`src/rtl/serial_frame_rx_pkg.sv`:
```
// Shared serial link definitions: receiver state encoding, frame
// geometry and line polarity common to transmitter and receiver.
package serial_link_pkg;

    localparam int DATA_BITS      = 8;
    localparam int BIT_CYCLES_DEF = 16384;

    localparam logic LINE_IDLE   = 1'b0;
    localparam logic START_LEVEL = 1'b1;

    typedef enum logic [2:0] {
        IDLE,
        START,
        DATA,
        STOP,
        WAIT_LOW
    } rx_state_t;

endpackage

```
`src/rtl/serial_frame_rx_if.sv`:
```
// Receiver-to-PIO bundle: byte, valid/ack handshake and status.
// master = receiver (drives data/status), slave = PIO (drives rxAck).
interface serial_frame_rx_if #(
    parameter int W = 8
) ();

    logic [W-1:0] rxData;
    logic         rxValid;
    logic         rxAck;
    logic         isReceiving;
    logic         frameErr;
    logic         overrun;

    modport master (
        output rxData,
        output rxValid,
        output isReceiving,
        output frameErr,
        output overrun,
        input  rxAck
    );

    modport slave (
        input  rxData,
        input  rxValid,
        input  isReceiving,
        input  frameErr,
        input  overrun,
        output rxAck
    );

endinterface

```
`src/rtl/serial_frame_rx_bit_sync.sv`:
```
// Two-flop synchronizer, synchronous active-low reset to 0.
// Ports: clk, resetN, d (async in), q (synchronized out).
module bit_sync #(
    parameter int WIDTH = 1
) (
    input  logic             clk,
    input  logic             resetN,
    input  logic [WIDTH-1:0] d,
    output logic [WIDTH-1:0] q
);

    logic [WIDTH-1:0] meta;

    always_ff @(posedge clk) begin
        if (!resetN) begin
            meta <= '0;
            q    <= '0;
        end else begin
            meta <= d;
            q    <= meta;
        end
    end

endmodule

```
`src/rtl/serial_frame_rx.sv`:
```
// Serial frame receiver: mid-bit sampling, start glitch rejection,
// stop check, valid/ack hand-off. Ports: CLOCK_50, reset_n,
// serialIn (async line), rx (master: rxData/rxValid/rxAck/status).
module serial_frame_rx #(
    parameter int BIT_CYCLES = serial_link_pkg::BIT_CYCLES_DEF,
    parameter int DATA_BITS  = serial_link_pkg::DATA_BITS
) (
    input  logic               CLOCK_50,
    input  logic               reset_n,
    input  logic               serialIn,
    serial_frame_rx_if.master  rx
);

    import serial_link_pkg::*;

    localparam int CW = $clog2(BIT_CYCLES);
    localparam int IW = $clog2(DATA_BITS);

    localparam logic [CW-1:0] HALF_LAST = CW'(BIT_CYCLES / 2 - 1);
    localparam logic [CW-1:0] FULL_LAST = CW'(BIT_CYCLES - 1);
    localparam logic [IW-1:0] LAST_IDX  = IW'(DATA_BITS - 1);

    rx_state_t            state;
    logic [CW-1:0]        cnt;
    logic [IW-1:0]        idx;
    logic [DATA_BITS-1:0] shiftReg;
    logic [DATA_BITS-1:0] dataQ;
    logic                 validQ;
    logic                 frameErrQ;
    logic                 overrunQ;
    logic                 s;
    logic                 sPrev;
    logic [1:0]           warm;

    bit_sync #(
        .WIDTH (1)
    ) uSync (
        .clk    (CLOCK_50),
        .resetN (reset_n),
        .d      (serialIn),
        .q      (s)
    );

    // The synchronizer resets to 0, so its output is meaningless for
    // two cycles; sPrev is held high until then so a line that is
    // already high out of reset is not mistaken for a start edge.
    always_ff @(posedge CLOCK_50) begin
        if (!reset_n) begin
            state     <= IDLE;
            cnt       <= '0;
            idx       <= '0;
            shiftReg  <= '0;
            dataQ     <= '0;
            validQ    <= 1'b0;
            frameErrQ <= 1'b0;
            overrunQ  <= 1'b0;
            sPrev     <= 1'b1;
            warm      <= 2'b00;
        end else begin
            warm  <= {warm[0], 1'b1};
            sPrev <= warm[1] ? s : 1'b1;
            cnt   <= cnt + 1'b1;

            if (rx.rxAck) begin
                validQ    <= 1'b0;
                frameErrQ <= 1'b0;
                overrunQ  <= 1'b0;
            end

            unique case (state)
                IDLE: begin
                    if (warm[1] && s == START_LEVEL) begin
                        if (sPrev == LINE_IDLE) begin
                            state <= START;
                            cnt   <= '0;
                        end else begin
                            state <= WAIT_LOW;
                        end
                    end
                end
                START: begin
                    if (cnt == HALF_LAST) begin
                        cnt <= '0;
                        idx <= '0;
                        if (s == START_LEVEL) begin
                            state <= DATA;
                        end else begin
                            state <= IDLE;
                        end
                    end
                end
                DATA: begin
                    if (cnt == FULL_LAST) begin
                        cnt      <= '0;
                        idx      <= idx + 1'b1;
                        shiftReg <= {s, shiftReg[DATA_BITS-1:1]};
                        if (idx == LAST_IDX) begin
                            state <= STOP;
                        end
                    end
                end
                STOP: begin
                    if (cnt == FULL_LAST) begin
                        cnt <= '0;
                        if (s == LINE_IDLE) begin
                            // An ack in this cycle frees the slot,
                            // so the new byte wins over overrun.
                            if (!validQ || rx.rxAck) begin
                                dataQ  <= shiftReg;
                                validQ <= 1'b1;
                            end else begin
                                overrunQ <= 1'b1;
                            end
                            state <= IDLE;
                        end else begin
                            frameErrQ <= 1'b1;
                            state     <= WAIT_LOW;
                        end
                    end
                end
                WAIT_LOW: begin
                    if (s == LINE_IDLE) begin
                        state <= IDLE;
                    end
                end
                default: state <= IDLE;
            endcase
        end
    end

    assign rx.rxData      = dataQ;
    assign rx.rxValid     = validQ;
    assign rx.frameErr    = frameErrQ;
    assign rx.overrun     = overrunQ;
    assign rx.isReceiving = (state == DATA) || (state == STOP);

endmodule
```
`src/flat_wrapper.sv`:
```
// flat-port wrapper written by rule: the top's interface ports become plain ports
module serial_frame_rx_flat import serial_link_pkg::*;
#(
    parameter int BIT_CYCLES = serial_link_pkg::BIT_CYCLES_DEF,
    parameter int DATA_BITS  = serial_link_pkg::DATA_BITS
)
  (CLOCK_50, reset_n, serialIn, rx_rxData, rx_rxValid, rx_isReceiving, rx_frameErr, rx_overrun, rx_rxAck);
  serial_frame_rx_if rx_i ();
  input  logic CLOCK_50;
  input  logic reset_n;
  input  logic serialIn;
  output wire logic [$bits(rx_i.rxData)-1:0] rx_rxData;
  output wire logic [$bits(rx_i.rxValid)-1:0] rx_rxValid;
  output wire logic [$bits(rx_i.isReceiving)-1:0] rx_isReceiving;
  output wire logic [$bits(rx_i.frameErr)-1:0] rx_frameErr;
  output wire logic [$bits(rx_i.overrun)-1:0] rx_overrun;
  input wire logic [$bits(rx_i.rxAck)-1:0] rx_rxAck;
  assign rx_rxData = rx_i.rxData;
  assign rx_rxValid = rx_i.rxValid;
  assign rx_isReceiving = rx_i.isReceiving;
  assign rx_frameErr = rx_i.frameErr;
  assign rx_overrun = rx_i.overrun;
  assign rx_i.rxAck = rx_rxAck;
  serial_frame_rx #(.BIT_CYCLES(BIT_CYCLES), .DATA_BITS(DATA_BITS)) u_core (.CLOCK_50(CLOCK_50), .reset_n(reset_n), .serialIn(serialIn), .rx(rx_i));
endmodule
```
`config.mk`:
```
export PLATFORM = sky130hd
export DESIGN_NAME = serial_frame_rx_flat
export DESIGN_NICKNAME = d
export VERILOG_FILES = /design/src/rtl/serial_frame_rx_pkg.sv /design/src/rtl/serial_frame_rx_if.sv /design/src/rtl/serial_frame_rx_bit_sync.sv /design/src/rtl/serial_frame_rx.sv /design/src/flat_wrapper.sv
export SDC_FILE = /design/constraint.sdc
export NUM_CORES = 1
export LEC_CHECK = 0
export CORE_UTILIZATION = 56
export CTS_CLUSTER_SIZE = 20
export DETAILED_ROUTE_END_ITERATION = 10
export PLACE_DENSITY_LB_ADDON = 0.1
export SLEW_MARGIN = 20
export SYNTH_ARGS = -nofsm -noshare
export SYNTH_HDL_FRONTEND = slang
export SYNTH_SLANG_ARGS = --single-unit
```
`constraint.sdc`:
```
create_clock -name CLOCK_50 -period 2.9 [get_ports CLOCK_50]
set_clock_uncertainty 0.1 [all_clocks]
set_input_delay 0.58 -clock CLOCK_50 [delete_from_list [all_inputs] [get_ports CLOCK_50]]
set_output_delay 0.58 -clock CLOCK_50 [all_outputs]
set_load 0.05 [all_outputs]
```
==> out/qor.yml, run 1 <==
clocking:
  cts_made_buffers: 5
  postCtsSetupBuffers: 0
  cts_tree: "yes"
  clkTransAtPathRegs_ns: 0.12
  clock_latency_ns: 0.36
  cts-root-buf: "clkbuf_4"
  clockBufferDepth: 2
  cts.hold.buffers_added: 0
  htreeDepth: 2
  ctsResizeCount: 0
  cts_sinks: 44
synthesis:
  synthCells: 190
  synthFlopType: "dfxtp_1"
  synth_fp_nets: 197
  ys_seq_area_share_pct: 46.7
  synth_edf_count: 0
  netlist.top_cell.by_area: "dfxtp_1"
  yosysWarnings: 0
  synth_seq_cells: 44
  avgSynthCellArea_sq_um: 9.92
  async_flop_share_pct: 0
  synth_cell_types: 38
  synth.area.top_cells: "dfxtp_1 (47%), mux2i_1 (10%), nor2b_1 (6.6%), nor2_1 (3.8%), xnor2_1 (3.3%)"
  netlist_area_sq_um: 1880
  synth_top_area_share_pct: 46.7
detailed_routing:
  antenna_left: 0
  avgRoutedWirePerCell_um: 13.0
  postRouteWirelength_mm: 3.26
  vias: 1348
  first_pass_iters: 4
  remaining_drc_errors: 0
  dr.first_iter.drc_count: 44
  vias_per_cell: 5.35
global_routing:
  grt_max_degree: 25
  grt_pass1_vias: 1260
  track_usage_pct: 21.2
  gr-total-overflow: 0
  grt_pass1_wl_mm: 5.58
  grt_antenna_before_repair: 0
worst_hold_path:
  holdCritPathClass: "register to register"
job:
  drv_cap: 0
timing:
  drv_slew: 0
  finalHoldViolCount: 0
  setup_viol: 0
  setup_tns_ns: 0
  period_minus_slack_ns: 2.80
  max_slew_margin_pct: 53.5
  setup_ws_ns: 0.103
  maxClockFrequency_mhz: 358
  fin_crit_sh_pct: 96.4
  grt_setup_unrepaired: "no"
  worst_pin_slew_ns: 0.681
setup_path:
  worstPathRequired_ns: 2.22
  critPathLaunchType: "register"
  endpoint_kind: "output pin"
  worst-endpoint-arrival_ns: 2.12
  path_class: "register to output pin"
  crit_fanout: 11
finish:
  final_cells: 252
  multiInputGateArea_sq_um: 961
  fillers: 266
  final_layout_size_suffix_gt1_share_pct: 7.21
  area_delta_synth_final_pct: 12.9
  final-seq-area_sq_um: 881
  final_net_count: 214
  num_antenna_cells: 0
  stdcell_area_sq_um: 2130
outcome:
  run_status: "complete, no violations"
place:
  numPortBuffers: 15
  place_area_sq_um: 2070
  dpl_worst_slack_ns: 0.505
  place_congestion: 0.741
  place_hpwl_mm: 2.38
  numPlacedInstances: 244
die:
  die-area_sq_um: 3600
  initial_core_util_pct: 60.2
  rows: 20
  io_pins: 16
  die_w_um: 60.0
  fp.dieH_um: 60.0
  core_sq_um: 3130
pwr:
  power_density_nw_per_um2: 447
  p_leak_nw: 0.876
  vdd_drop_max_v: 0.000362
## report_power, final
group | leakage, nW | switching, W | internal, W
sequential | 0.356 | 0.0000102 | 0.000613
combinational | 0.490 | 0.0000177 | 0.0000198
clock | 0.0295 | 0.000193 | 0.0000976
total | 0.876 | 0.000221 | 0.000731
## routing by layer
metal / GRT usage, % / vias up / wire [um]
li1: - / 690 / -
met4: 8.31 / 0 / 63
met1: 25.7 / 620 / 1500
met5: 0 / - / 0
met3: 6.93 / 9 / 143
met2: 34.8 / 29 / 1560
## Yosys cell counts, types with 2 or more instances
master	number
and3_1	2
inv_1	3
nor3b_1	5
nand2b_1	2
and2_1	3
a31oi_1	2
nor3_1	2
mux2i_1	19
xnor2_1	7
clkbuf_1	5
nor2_1	19
nor2b_1	20
nand2_1	13
nand4_1	5
and4_1	2
a21boi_0	5
dfxtp_1	44
ha_1	3
xor2_1	5
nand3_1	6
## worst max-delay path, stage by stage, from the launching register on
cell	delay [ns]
dfxtp_1	0.53
nor2b_1	0.37
clkdlybuf4s50_1	0.87
## state kept, by name (all words and copies together), names as in the netlist
name,count
u_core.cnt,14
u_core.idx,3
u_core.rx.frameErr,1
u_core.rx.overrun,1
u_core.rx.rxData,8
u_core.rx.rxValid,1
u_core.sPrev,1
u_core.shiftReg,8
u_core.state,3
u_core.uSync.meta,1
u_core.uSync.q,1
u_core.warm,2
## final timing paths
| path | start | end | slack [ns] | cells past startpoint |
|---|---|---|---|---|
| worst max-delay path | u_core.state[1] | rx_isReceiving | 0.10 | 2 |
| worst min-delay path | u_core.warm[1] | u_core.sPrev | 0.34 | 1 |
| worst max register to register | u_core.cnt[0] | u_core.state[2] | 0.56 | 6 |
| worst min register to register | u_core.warm[1] | u_core.sPrev | 0.34 | 1 |
## cells by family (layout without fill, tap and decap cells)
family,after synthesis,after routing,synth area share [%]
AO/OA/AOI/OAI,14,14,6.04
XOR/XNOR,12,12,5.58
adder cells (fa/ha/maj),3,3,1.99
buffers and inverters,10,28,2.26
flip-flops,44,44,46.7
multiplexers,20,20,10.7
AND/OR/NAND/NOR,87,87,26.7
## through the flow
| stage | hold WS (ns) | total power, W | utilization, % |
|---|---|---|---|
| 2_1_floorplan | 0.285 | 0.000663 | - |
| 3_5_place_dp | 0.306 | 0.000675 | 66.3 |
| 6_report | 0.343 | 0.000952 | 68.0 |
| 4_1_cts | 0.352 | 0.000957 | 68.0 |
| 5_1_grt | 0.369 | 0.000997 | 68.0 |
| 3_3_place_gp | 0.302 | 0.000672 | 66.3 |
## final cells by class
class | count | area share, %
inverters | 3 | 0.529
clock buffers | 7 | 2.12
multi-input cells | 136 | 45.2
well taps | 44 | 2.59
repair buffers | 17 | 7.76
clock inverters | 1 | 0.412
flip-flops and latches | 44 | 41.4
## layout by cell type, fill, tap and decap left out, types with 2 or more instances in the layout
cell              n
xor2_1            5
ha_1              3
and4_1            2
a21boi_0          5
nor2b_1          20
nor3b_1           5
and3_1            2
clkdlybuf4s50_1  15
nand2_1          13
inv_1             3
buf_4             2
mux2i_1          19
xnor2_1           7
nand4_1           5
and2_1            3
nor2_1           19
clkbuf_1          2
dfxtp_1          44
nand2b_1          2
nor3_1            2
nand3_1           6
clkbuf_4          5
a31oi_1           2
Power figures use the tool's default switching activity.
==> inputs of run 2 (changes only) <==
Settings changed: SLEW_MARGIN 20 to default.
==> results of run 2 <==
The final DEF is identical to that of run 1; final timing and power are the same.
